### src/rtl/sram_burst_ctrl_pkg.sv
// Shared definitions for the SRAM burst controller: FSM states and read FIFO sizing.
package sram_burst_ctrl_pkg;

    localparam int unsigned RD_FIFO_DEPTH = 4;
    localparam int unsigned RD_CNT_WIDTH  = $clog2(RD_FIFO_DEPTH + 1);

    typedef enum logic [2:0] {
        IDLE,
        WR,
        WFIN,
        RD,
        DRAIN
    } state_t;

endpackage

### src/rtl/sram_burst_ctrl_rd_fifo.sv
// Synchronous read-data FIFO with occupancy count; push and pop in one cycle keep the count unchanged.
module sram_rd_fifo
    import sram_burst_ctrl_pkg::*;
#(
    parameter int unsigned DATA_WIDTH = 32,
    parameter int unsigned DEPTH      = RD_FIFO_DEPTH
) (
    input  logic                          clk,
    input  logic                          rst,
    input  logic                          push,
    input  logic [DATA_WIDTH-1:0]         wdata,
    input  logic                          pop,
    output logic [DATA_WIDTH-1:0]         rdata,
    output logic [$clog2(DEPTH+1)-1:0]    count,
    output logic                          empty
);

    localparam int unsigned PTR_W = $clog2(DEPTH);
    localparam int unsigned CNT_W = $clog2(DEPTH + 1);

    logic [DATA_WIDTH-1:0] mem [DEPTH];
    logic [PTR_W-1:0]      wr_ptr;
    logic [PTR_W-1:0]      rd_ptr;
    logic                  do_push;
    logic                  do_pop;

    assign empty   = (count == '0);
    assign do_pop  = pop && !empty;
    assign do_push = push && ((count != CNT_W'(DEPTH)) || do_pop);
    assign rdata   = mem[rd_ptr];

    always_ff @(posedge clk) begin
        if (do_push) begin
            mem[wr_ptr] <= wdata;
        end
    end

    always_ff @(posedge clk) begin
        if (rst) begin
            wr_ptr <= '0;
            rd_ptr <= '0;
            count  <= '0;
        end else begin
            if (do_push) begin
                wr_ptr <= wr_ptr + PTR_W'(1);
            end
            if (do_pop) begin
                rd_ptr <= rd_ptr + PTR_W'(1);
            end
            case ({do_push, do_pop})
                2'b10:   count <= count + CNT_W'(1);
                2'b01:   count <= count - CNT_W'(1);
                default: count <= count;
            endcase
        end
    end

endmodule

### src/rtl/sram_burst_ctrl.sv
// Burst controller for a synchronous single-port SRAM: write bursts stream one beat per cycle,
// read bursts are credit-limited into a small output FIFO so backpressure never drops data.
module sram_burst_ctrl
    import sram_burst_ctrl_pkg::*;
#(
    parameter int unsigned ADDR_WIDTH = 5,
    parameter int unsigned DATA_WIDTH = 32,
    parameter int unsigned LEN_WIDTH  = 4
) (
    input  logic                  i_clk,
    input  logic                  i_rst,
    input  logic                  i_cmd_valid,
    output logic                  o_cmd_ready,
    input  logic                  i_cmd_write,
    input  logic [ADDR_WIDTH-1:0] i_cmd_addr,
    input  logic [LEN_WIDTH-1:0]  i_cmd_len,
    input  logic                  i_wdata_valid,
    output logic                  o_wdata_ready,
    input  logic [DATA_WIDTH-1:0] i_wdata,
    output logic                  o_rdata_valid,
    input  logic                  i_rdata_ready,
    output logic [DATA_WIDTH-1:0] o_rdata,
    output logic [ADDR_WIDTH-1:0] o_mem_addr,
    output logic                  o_mem_write,
    output logic [DATA_WIDTH-1:0] o_mem_wdata,
    input  logic [DATA_WIDTH-1:0] i_mem_rdata,
    output logic                  o_done
);

    localparam logic [RD_CNT_WIDTH:0] CREDIT_MAX = (RD_CNT_WIDTH + 1)'(RD_FIFO_DEPTH);

    state_t                  state;
    state_t                  next_state;
    logic [ADDR_WIDTH-1:0]   addr_cnt;
    logic [LEN_WIDTH-1:0]    beat_cnt;
    logic [1:0]              rd_pipe;
    logic [RD_CNT_WIDTH-1:0] fifo_count;
    logic [RD_CNT_WIDTH:0]   credit_used;
    logic                    fifo_empty;
    logic                    fifo_pop;
    logic                    cmd_fire;
    logic                    wr_fire;
    logic                    rd_issue;
    logic                    last_beat;
    logic                    drain_done;

    assign o_rdata_valid = !fifo_empty;
    assign fifo_pop      = o_rdata_valid && i_rdata_ready;
    assign last_beat     = (beat_cnt == '0);
    assign credit_used   = {1'b0, fifo_count}
                         + {{RD_CNT_WIDTH{1'b0}}, rd_pipe[0]}
                         + {{RD_CNT_WIDTH{1'b0}}, rd_pipe[1]};

    always_ff @(posedge i_clk) begin
        if (i_rst) begin
            state <= IDLE;
        end else begin
            state <= next_state;
        end
    end

    // The first read beat is issued on the accept edge itself so data lands in the FIFO two edges later.
    always_comb begin
        next_state    = state;
        cmd_fire      = 1'b0;
        wr_fire       = 1'b0;
        rd_issue      = 1'b0;
        drain_done    = 1'b0;
        o_cmd_ready   = (state == IDLE);
        o_wdata_ready = (state == WR);
        case (state)
            IDLE: begin
                if (i_cmd_valid) begin
                    cmd_fire = 1'b1;
                    if (i_cmd_write) begin
                        next_state = WR;
                    end else begin
                        rd_issue   = 1'b1;
                        next_state = (i_cmd_len == '0) ? DRAIN : RD;
                    end
                end
            end
            WR: begin
                if (i_wdata_valid) begin
                    wr_fire = 1'b1;
                    if (last_beat) begin
                        next_state = WFIN;
                    end
                end
            end
            WFIN: next_state = IDLE;
            RD: begin
                if (credit_used < CREDIT_MAX) begin
                    rd_issue = 1'b1;
                    if (last_beat) begin
                        next_state = DRAIN;
                    end
                end
            end
            DRAIN: begin
                if (rd_pipe == '0 &&
                    (fifo_empty || (fifo_count == RD_CNT_WIDTH'(1) && fifo_pop))) begin
                    drain_done = 1'b1;
                    next_state = IDLE;
                end
            end
            default: next_state = IDLE;
        endcase
    end

    always_ff @(posedge i_clk) begin
        if (i_rst) begin
            addr_cnt    <= '0;
            beat_cnt    <= '0;
            rd_pipe     <= '0;
            o_mem_addr  <= '0;
            o_mem_write <= 1'b0;
            o_mem_wdata <= '0;
            o_done      <= 1'b0;
        end else begin
            o_done      <= (state == WFIN) || drain_done;
            o_mem_write <= wr_fire;
            rd_pipe     <= {rd_pipe[0], rd_issue};
            if (cmd_fire && i_cmd_write) begin
                addr_cnt <= i_cmd_addr;
                beat_cnt <= i_cmd_len;
            end else if (cmd_fire) begin
                addr_cnt <= i_cmd_addr + ADDR_WIDTH'(1);
                beat_cnt <= i_cmd_len - LEN_WIDTH'(1);
            end else if (wr_fire || rd_issue) begin
                addr_cnt <= addr_cnt + ADDR_WIDTH'(1);
                beat_cnt <= beat_cnt - LEN_WIDTH'(1);
            end
            if (wr_fire) begin
                o_mem_addr  <= addr_cnt;
                o_mem_wdata <= i_wdata;
            end else if (rd_issue) begin
                o_mem_addr <= cmd_fire ? i_cmd_addr : addr_cnt;
            end
        end
    end

    sram_rd_fifo #(
        .DATA_WIDTH (DATA_WIDTH),
        .DEPTH      (RD_FIFO_DEPTH)
    ) u_rd_fifo (
        .clk   (i_clk),
        .rst   (i_rst),
        .push  (rd_pipe[1]),
        .wdata (i_mem_rdata),
        .pop   (fifo_pop),
        .rdata (o_rdata),
        .count (fifo_count),
        .empty (fifo_empty)
    );

endmodule

### config.mk
export PLATFORM = sky130hd
export DESIGN_NAME = sram_burst_ctrl
export DESIGN_NICKNAME = d
export VERILOG_FILES = /design/src/rtl/sram_burst_ctrl_pkg.sv /design/src/rtl/sram_burst_ctrl_rd_fifo.sv /design/src/rtl/sram_burst_ctrl.sv
export SDC_FILE = /design/constraint.sdc
export NUM_CORES = 1
export LEC_CHECK = 0
export CAP_MARGIN = 20
export CORE_MARGIN = 2
export CORE_UTILIZATION = 35
export CTS_CLUSTER_SIZE = 40
export DETAILED_ROUTE_END_ITERATION = 7
export SKIP_LAST_GASP = 1
export SYNTH_ARGS = -nofsm -noshare
export SYNTH_HDL_FRONTEND = slang
export SYNTH_HIERARCHICAL = 1
export SYNTH_SLANG_ARGS = --single-unit
### constraint.sdc
create_clock -name i_clk -period 3.3 [get_ports i_clk]
set_input_delay 0.99 -clock i_clk [delete_from_list [all_inputs] [get_ports i_clk]]
set_output_delay 0.99 -clock i_clk [all_outputs]
set_load 0.02 [all_outputs]
==> results of run 1 <==
-- routing by layer --
| layer | track usage, % | part of all wire, % |
|---|---|---|
| met5 | 0 | 0 |
| met4 | 3.15 | 0.99 |
| met3 | 5.87 | 8.4 |
| met2 | 23.9 | 48 |
| met1 | 19.4 | 43 |
-- final cells by class --
type                       count  area share (%)
sequential                   190            49.2
clock inverter                15            1.78
clock buffer                  17            4.12
tap                          280            3.39
multi-input combinational    308            24.3
timing repair buffer         171            16.9
inverter                       7           0.254
-- synthesized netlist by cell type, types with 5 or more instances --
master    instances
xor2_1            9
dfxtp_1          62
inv_1             7
edfxtp_1        128
mux4_2           32
buf_2            11
clkbuf_1          8
o21ai_0           5
nor4_1            6
nand2_1          76
a21oi_1          39
nor2_1           18
ha_1              7
buf_6             6
and2_1            5
mux2i_1           6
xnor2_1           5
a211oi_1          5
nand3_1          10
nor2b_1           7
-- flip-flops by register name (all words and copies together), names as in the netlist, named ones only --
signal / count
u_rd_fifo/count: 3
state: 3
o_mem_wdata: 32
o_mem_write: 1
u_rd_fifo/wr_ptr: 2
u_rd_fifo/rd_ptr: 2
beat_cnt: 4
rd_pipe: 2
addr_cnt: 5
o_done: 1
u_rd_fifo/mem: 128
o_mem_addr: 5
-- per-stage QoR --
step           setup WS (ps)  std cells  util [%]  hold WS, ps
6_report                 138        988      47.2          456
5_1_grt                 35.8        988      47.2          478
4_1_cts                 77.4        988      47.2          458
3_5_place_dp            29.7        956      44.4          448
3_3_place_gp            59.1        956      44.4          443
2_1_floorplan            350        538         -          460
-- final timing paths --
path / endpoint / from / slack (ps)
max: o_rdata[31] / flip-flop / 140
min: o_mem_wdata[26] / o_mem_wdata[26] / 460
max reg2reg: u_rd_fifo/count[2] / u_rd_fifo/count[0] / 920
min reg2reg: o_mem_wdata[26] / o_mem_wdata[26] / 460
-- report_power, final --
group / internal, W / switching (W) / leakage, nW
sequential: 0.00265 / 0.000101 / 1.66
clock: 0.00110 / 0.000981 / 0.295
combinational: 0.000473 / 0.000520 / 1.47
-- cells by family (layout without fill, tap and decap cells) --
kind of cell / after synthesis / after routing / synth area share (%)
fa+ha+maj: 8 / 8 / 1.38
xor+xnor: 14 / 14 / 1.57
compound gates: 85 / 85 / 7.67
simple gates: 159 / 159 / 10.9
flops: 190 / 190 / 65.0
mux: 42 / 42 / 10.6
buf+inv: 40 / 210 / 2.86
-- worst max-delay path: cells and delay by family, from the launching register on --
kind / cells / cell delay, ps
mux: 1 / 560
buf+inv: 2 / 830
flops: 1 / 340
==> flow_summary.ini, run 1 <==
[layout]
final_area_um2 = 10300
final_common_cell = clkdlybuf4s50_1
n_antenna_cell = 0
drive_gt1_share_pct = 15.3
ff_latch_area_um2 = 5090
final_cell_mix = 151 x clkdlybuf4s50_1, 128 x edfxtp_1, 76 x nand2_1
nFillCells = 1939
multi_input_area_um2 = 2510
fin_nets = 782
area_growth_syn_to_layout_pct = 32.2

[sta]
max_freq_mhz = 316
hold_viol = 0
final.setup.tns_ps = 0
fin_skew_ps = 16.0
setup_violations = 0
finalMaxSlewViolations = 0
rsz0062_at_grt = no
layout_min_cycle_time_ps = 3160
finalCritPeriodShare_pct = 95.8
worst_pin_slew_ps = 693
slew_headroom_pct = 53.8

[global_routing]
grt_max_degree = 38
overflow = 0
grt_pass1_vias = 5228
grt_pass1_wl_mm = 27.8
grt.total_usage_pct = 15.0
antenna_found_initial = 0

[drt]
avgRoutedWirePerCell_um = 17.5
wl_mm = 17.3
vias = 5013
drc = 0
dr.pass1.iters = 4
antenna_left = 0
drt_iter0_markers = 290
via_per_inst = 5.07

[synth]
yosys_warnings = 6
ys_ff_latch = 190
synth_edf_count = 128
synthTopCellsByArea = edfxtp_1 49%, dfxtp_1 16%, mux4_2 9.2%
ys_seq_area_share_pct = 65.0
avgSynthCellArea_um2 = 14.5
synthArstFlopShare_pct = 0
synth.top_cell.area_share_pct = 49.2
syn_nets = 625
synthesis.area_um2 = 7820
yosysUniqueCellTypes = 69
synth_ff_type = edfxtp_1
netlist_instances = 538
yosysTopAreaCell = edfxtp_1

[clock_network]
clockBufferDepth = 2
cts_buffers = 17
cts_resized = 0
clk_latency_ps = 430
cts.clk_slew.worst_paths_ps = 80
htree_levels = 4
clock-sinks = 190
cts_root_buf = clkbuf_16
cts_hold_buffers = 0
cts_tree = built
post_cts_buffers = 0

[critical_path]
crit_path_max_fanout = 32
crit_required_ps = 2310
setup.worst_path.class = reg -> out
cpPeakStageDelay_ps = 570
slowest_stage = clkdlybuf4s50_1
r2r_cells = 8
crit_chain = buf_12 > mux4_2 > clkdlybuf4s50_1
setup.worst_path.start_class = flip-flop
arrival_ps = 2170
cp-end-kind = primary output

[placement]
place.port_buffers = 152
gp_congestion = 0.847
placement.cell_area_um2 = 9730
hpwlAfterDp_mm = 11.7

[min_path]
worstHoldPathCells = 2
hp-class = reg -> reg

[die]
core_um2 = 21900
pin_count = 153
fp.dieW_um = 153
die_h_um = 153
start_util_pct = 35.7
num_rows = 54
dieArea_um2 = 23600

[pwr]
p_total_w = 0.00583
power_density_nw_per_um2 = 564
p_leak_nw = 3.43
vdd_ir_drop_max_uv = 351

[run]
drv_cap = 0

[outcome]
status = completed
Note: power is estimated with default switching activity, not from simulation.
==> run 2: changes to the inputs <==
- SETUP_SLACK_MARGIN: unset -> 0.1
==> run 2 against run 1 <==
Die area did not move. Critical path depth stayed put. Sequential share of layout area down 0.18 points. Worst hold slack is essentially flat. Worst setup slack better by 31 ps. Utilization rose by 0.21 points. Critical endpoint unchanged. Largest power group unchanged.
==> flow_summary.ini, run 2 (synthesis results as in run 1) <==
[layout]
fin_nets = 783
largest-register = u_rd_fifo/mem
multi_input_area_um2 = 2510
fin_cells = 989
top_regs = u_rd_fifo/mem x128, o_mem_wdata x32
ff_latch_area_um2 = 5090
nFillCells = 1936
largest_reg_flops = 128
final_cell_mix = 144 x clkdlybuf4s50_1, 128 x edfxtp_1, 76 x nand2_1
final_common_cell = clkdlybuf4s50_1
n_antenna_cell = 0
drive_gt1_share_pct = 15.5
area_growth_syn_to_layout_pct = 32.8

[drt]
drt_iter0_markers = 258
dr.pass1.iters = 4
wl_mm = 17.5
via_per_inst = 5.13
antenna_left = 0
drc = 0
avgRoutedWirePerCell_um = 17.7
vias = 5075

[pwr]
seqPwrFrac_pct = 47.3
p_int_w = 0.00422
power_density_nw_per_um2 = 561
p_comb_share_pct = 17.1
vdd_ir_drop_max_uv = 352
p_leak_nw = 3.50
clock_power_share_pct = 35.7
switching_share_pct = 27.5
switchingPower_w = 0.00160

[critical_path]
setup.worst_path.class = reg -> out
setup.worst_path.start_class = flip-flop
arrival_ps = 2140
cp-end-kind = primary output
crit_required_ps = 2310
crit_path_max_fanout = 16
crit-reg2reg-launch = u_rd_fifo/count[0]

[die]
start_util_pct = 35.7
die_h_um = 153
num_rows = 54
core_um2 = 21900
fp.dieW_um = 153
dieArea_um2 = 23600
pin_count = 153

[placement]
hpwlAfterDp_mm = 11.7
place.port_buffers = 152
gp_congestion = 0.847
dp.cells = 956

[global_routing]
grt.total_usage_pct = 15.0
overflow = 0
grt_pass1_wl_mm = 27.8
grt_max_degree = 38
grt_pass1_vias = 5227
antenna_found_initial = 0

[clock_network]
cts_tree = built
cts.clk_slew.worst_paths_ps = 80
cts_buffers = 17
clock-sinks = 190
clk_latency_ps = 430
cts_root_buf = clkbuf_16
cts_hold_buffers = 0
clockBufferDepth = 2
htree_levels = 4
post_cts_buffers = 0

[sta]
max_freq_mhz = 319
setup_violations = 0
rsz0062_at_grt = yes
worst_pin_slew_ps = 707
final.setup.tns_ps = 0
fin_skew_ps = 15.7
layout_min_cycle_time_ps = 3130
hold_viol = 0
finalMaxSlewViolations = 0
slew_headroom_pct = 52.9
finalCritPeriodShare_pct = 94.9

[run]
drv_cap = 0

[outcome]
status = completed

[min_path]
hp-start = o_mem_wdata[26]
hp-class = reg -> reg
run 2: cell count changes in the layout (fill, tap and decap cells not counted), sizes merged:
| cell | change |
|---|---|
| dlymetal6s2s | +7 |
| clkbuf | +1 |
| clkdlybuf4s50 | -7 |
run 2: routing by layer:
layer,global-route usage (%),part of all wire (%),up-vias
met5,0,0,-
met4,3.15,1.0,0
met3,5.87,8.2,18
met2,23.9,47,215
met1,19.4,44,2479
li1,-,-,2363
run 2: what timing repair did:
item,CTS,global route
resized for setup,0,9
setup endpoints to repair,8,31
cloned,0,1
run 2: power by group through the flow:
| stage | logic [W] | registers [W] | clock network (W) |
|---|---|---|---|
| 2_1_floorplan | 0.000558 | 0.00284 | 0 |
| 3_3_place_gp | 0.000964 | 0.00280 | 0 |
| 3_5_place_dp | 0.000991 | 0.00281 | 0 |
| 4_1_cts | 0.000996 | 0.00275 | 0.00214 |
| 5_1_grt | 0.00108 | 0.00277 | 0.00225 |
| 6_report | 0.000994 | 0.00275 | 0.00208 |
run 2: worst paths after layout:
kind / to / slack (ps) / depth (start not counted)
max: o_rdata[31] / 170 / 3
max reg2reg: u_rd_fifo/count[2] / 910 / 8
min reg2reg: o_mem_wdata[26] / 460 / 2
min: o_mem_wdata[26] / 460 / 2
run 2: through the flow:
step / power (W) / util (%) / setup WS (ps) / hold slack, ps / cell area, µm²
floorplan: 0.00340 / - / 350 / 460 / 7820
detailed placement: 0.00380 / 44.4 / 29.7 / 448 / 9730
CTS: 0.00589 / 47.2 / 77.4 / 458 / 10300
finish: 0.00583 / 47.4 / 169 / 456 / 10400
global route: 0.00610 / 47.4 / 79.1 / 478 / 10400
global placement: 0.00377 / 44.4 / 59.1 / 443 / 9730
run 2: cell type report:
| class | instances | share of cell area (%) |
|---|---|---|
| inverter | 7 | 0.253 |
| multi-input combinational | 308 | 24.2 |
| timing repair buffer | 172 | 17.2 |
| clock inverter | 15 | 1.77 |
| clock buffer | 17 | 4.10 |
| tap | 280 | 3.37 |
| sequential | 190 | 49.0 |
run 2: worst max-delay path, cell delays in order (launching register included):
cell,delay [ps]
dfxtp_2,400
buf_12,200
mux4_2,540
clkdlybuf4s50_1,570
==> RTL change: new RTL, flow settings as in run 1 <==
`LEN_WIDTH`: 4 -> 8.
--- a/src/rtl/sram_burst_ctrl.sv
+++ b/src/rtl/sram_burst_ctrl.sv
@@ -7,3 +7,3 @@
     parameter int unsigned DATA_WIDTH = 32,
-    parameter int unsigned LEN_WIDTH  = 4
+    parameter int unsigned LEN_WIDTH  = 8
 ) (
Ports: changed (resized i_cmd_len); port bits go from 153 to 157. No check against the original RTL was run, so the function may have changed too.
==> RTL change against run 1 <==
Area after synthesis stayed put; largest power group unchanged; sequential power is 5% higher; setup slack worse by 0.0052 ns; sequential cell count rose by 4; cell area rose by 1.1%; routed wire length is 0.25% lower; total power increased by 8.9%.
==> RTL change: results (changes against run 1) <==
* outcome: completed, unchanged
* number of vias per cell after detailed routing: 5.08, was 5.07
* post-synthesis async set-or-reset flop share: 0%, unchanged
* post-cts sizing count: 0, unchanged
* ANT cells: 0, unchanged
* CTS root buf: sky130_fd_sc_hd__clkbuf_16, unchanged
* aggregate global routing overflow: 0, unchanged
* Placed Cells: 987, was 956
* Top Registers: u_rd_fifo/mem (128), o_mem_wdata (32), beat_cnt (8), was u_rd_fifo/mem (128), o_mem_wdata (32)
* Post-synth top flop: sky130_fd_sc_hd__edfxtp_1, unchanged
* setup clock skew after layout: 0.0119 ns, was 0.0160 ns
* leading cell types by total area after synthesis: sky130_fd_sc_hd__edfxtp_1 49%, sky130_fd_sc_hd__dfxtp_1 17%, sky130_fd_sc_hd__mux4_2 9.2%, sky130_fd_sc_hd__nand2_1 3.7%, sky130_fd_sc_hd__a21oi_1 2.7%, was sky130_fd_sc_hd__edfxtp_1 49%, sky130_fd_sc_hd__dfxtp_1 16%, sky130_fd_sc_hd__mux4_2 9.2%, sky130_fd_sc_hd__nand2_1 3.6%, sky130_fd_sc_hd__a21oi_1 2.5%
* unique cell type count in the Yosys netlist: 56, was 69
* largest net degree at the start of global routing: 48, was 38
* Reg clk slew, reported paths: 0.07 ns
* Arrival @ worst endpoint: 2.18 ns
* max cap viols: 0, unchanged
* DR iter-0 viols: 272, was 290
* Final Instance Count excl. Fillers: 1,019, was 988
* maximum root-to-sink buffer count: 2, unchanged
* count of TritonRoute iterations in the first routing pass: 4, unchanged
* average wire per standard cell: 16.9 microns, was 17.5 microns
* count of yosys warnings during synthesis: 6, unchanged
* Hold Crit Class: reg2reg, unchanged
* number of fillers in the final layout: 1,947, was 1,939
* part of the Yosys area used for sequential elements: 66.1%, was 65.0%
* largest vdd supply drop: 0.338 mV, was 0.351 mV
* number of nets in the finished design: 817, was 782
* number of enable flip-flop cells after synthesis: 128, unchanged
* global placer's final weighted congestion: 0.869, was 0.847
* first-pass GRT wire length: 27,700 microns, was 27,800 microns
* fraction of final layout cells with drive strength greater than 1: 14.2%, was 15.3%
* Port Buffer Count: 156, was 152
* initial antenna violation count: 0, unchanged
* TritonCTS Buffers: 17, unchanged
* vias in the first global route: 5,353, was 5,228
* DP HPWL: 11,400 microns, was 11,700 microns
* Skew-Pair Late Insertion Delay: 0.43 ns, about the same
* Commonest cells post-synth: 128 x sky130_fd_sc_hd__edfxtp_1, 78 x sky130_fd_sc_hd__nand2_1, 66 x sky130_fd_sc_hd__dfxtp_1, was 128 x sky130_fd_sc_hd__edfxtp_1, 76 x sky130_fd_sc_hd__nand2_1, 62 x sky130_fd_sc_hd__dfxtp_1
* highest net fanout along the worst path: 32, unchanged
* total setup buffers inserted after CTS: 0, unchanged
* worst max-slew margin expressed relative to the limit: 39.8%, was 53.8%
* area of placed instances: 9830 sq um, was 9730 sq um
* Overall Global Routing Usage: 14.8%, was 15.0%
* synthesized netlist net count: 653, was 625
* P_leak: 3.40 nW, was 3.43 nW
* CTS H-tree lvls: 4, unchanged
* Post-Synthesis Mean Instance Area: 13.9 sq um, was 14.5 sq um
RTL change: logic make-up (layout without fill, tap and decap cells):
group / after synthesis / in the layout / synth area share, %
AO/OA/AOI/OAI: 84 / 84 / 6.78
XOR/XNOR: 23 / 23 / 2.58
adder cells (fa/ha/maj): 8 / 8 / 1.38
buffers and inverters: 37 / 214 / 1.94
flip-flops: 194 / 194 / 66.1
multiplexers: 40 / 40 / 10.3
AND/OR/NAND/NOR: 176 / 176 / 11.0
RTL change: power breakdown:
part / internal (mW) / switching, mW
Combinational: 0.589 / 0.728
Clock: 1.16 / 0.969
Sequential: 2.76 / 0.135
RTL change: metrics by stage:
stage	TNS, ns	total power, mW	hold slack [ns]	util, %	setup WS, ns
after detailed placement	-0.105	4.26	0.448	44.9	-0.0901
after CTS	0	6.41	0.457	47.7	0.0915
after global placement	-0.00157	4.24	0.442	44.9	-0.00157
final	0	6.34	0.455	47.7	0.133
after global routing	0	6.67	0.471	47.7	0.0404
after floorplan	0	3.71	0.462	-	0.350
RTL change: layout make-up:
class / count / share of cell area, %
multi-input cells: 331 / 24.0
repair buffers: 176 / 17.1
flip-flops and latches: 194 / 49.5
clock inverters: 14 / 1.77
inverters: 6 / 0.216
clock buffers: 18 / 4.11
well taps: 280 / 3.35
RTL change: final timing paths:
path                  start              to  slack (ns)  depth (start not counted)
min          o_mem_wdata[4]  o_mem_wdata[4]        0.45                          2
max reg2reg        state[1]     addr_cnt[4]        0.83                         10
min reg2reg  o_mem_wdata[4]  o_mem_wdata[4]        0.45                          2
max                    flop     o_rdata[13]        0.13                          3
RTL change: metal layers:
layer	track usage [%]	share of wire, %
met2	24.5	49
met3	4.48	6.9
met5	0	0
met4	4.19	0.76
met1	18.9	43
RTL change: critical path, cell delays in order (launching register included):
cell                              delay (ns)
sky130_fd_sc_hd__dfxtp_2                0.34
sky130_fd_sc_hd__buf_12                 0.27
sky130_fd_sc_hd__mux4_2                 0.53
sky130_fd_sc_hd__clkdlybuf4s50_1        0.60
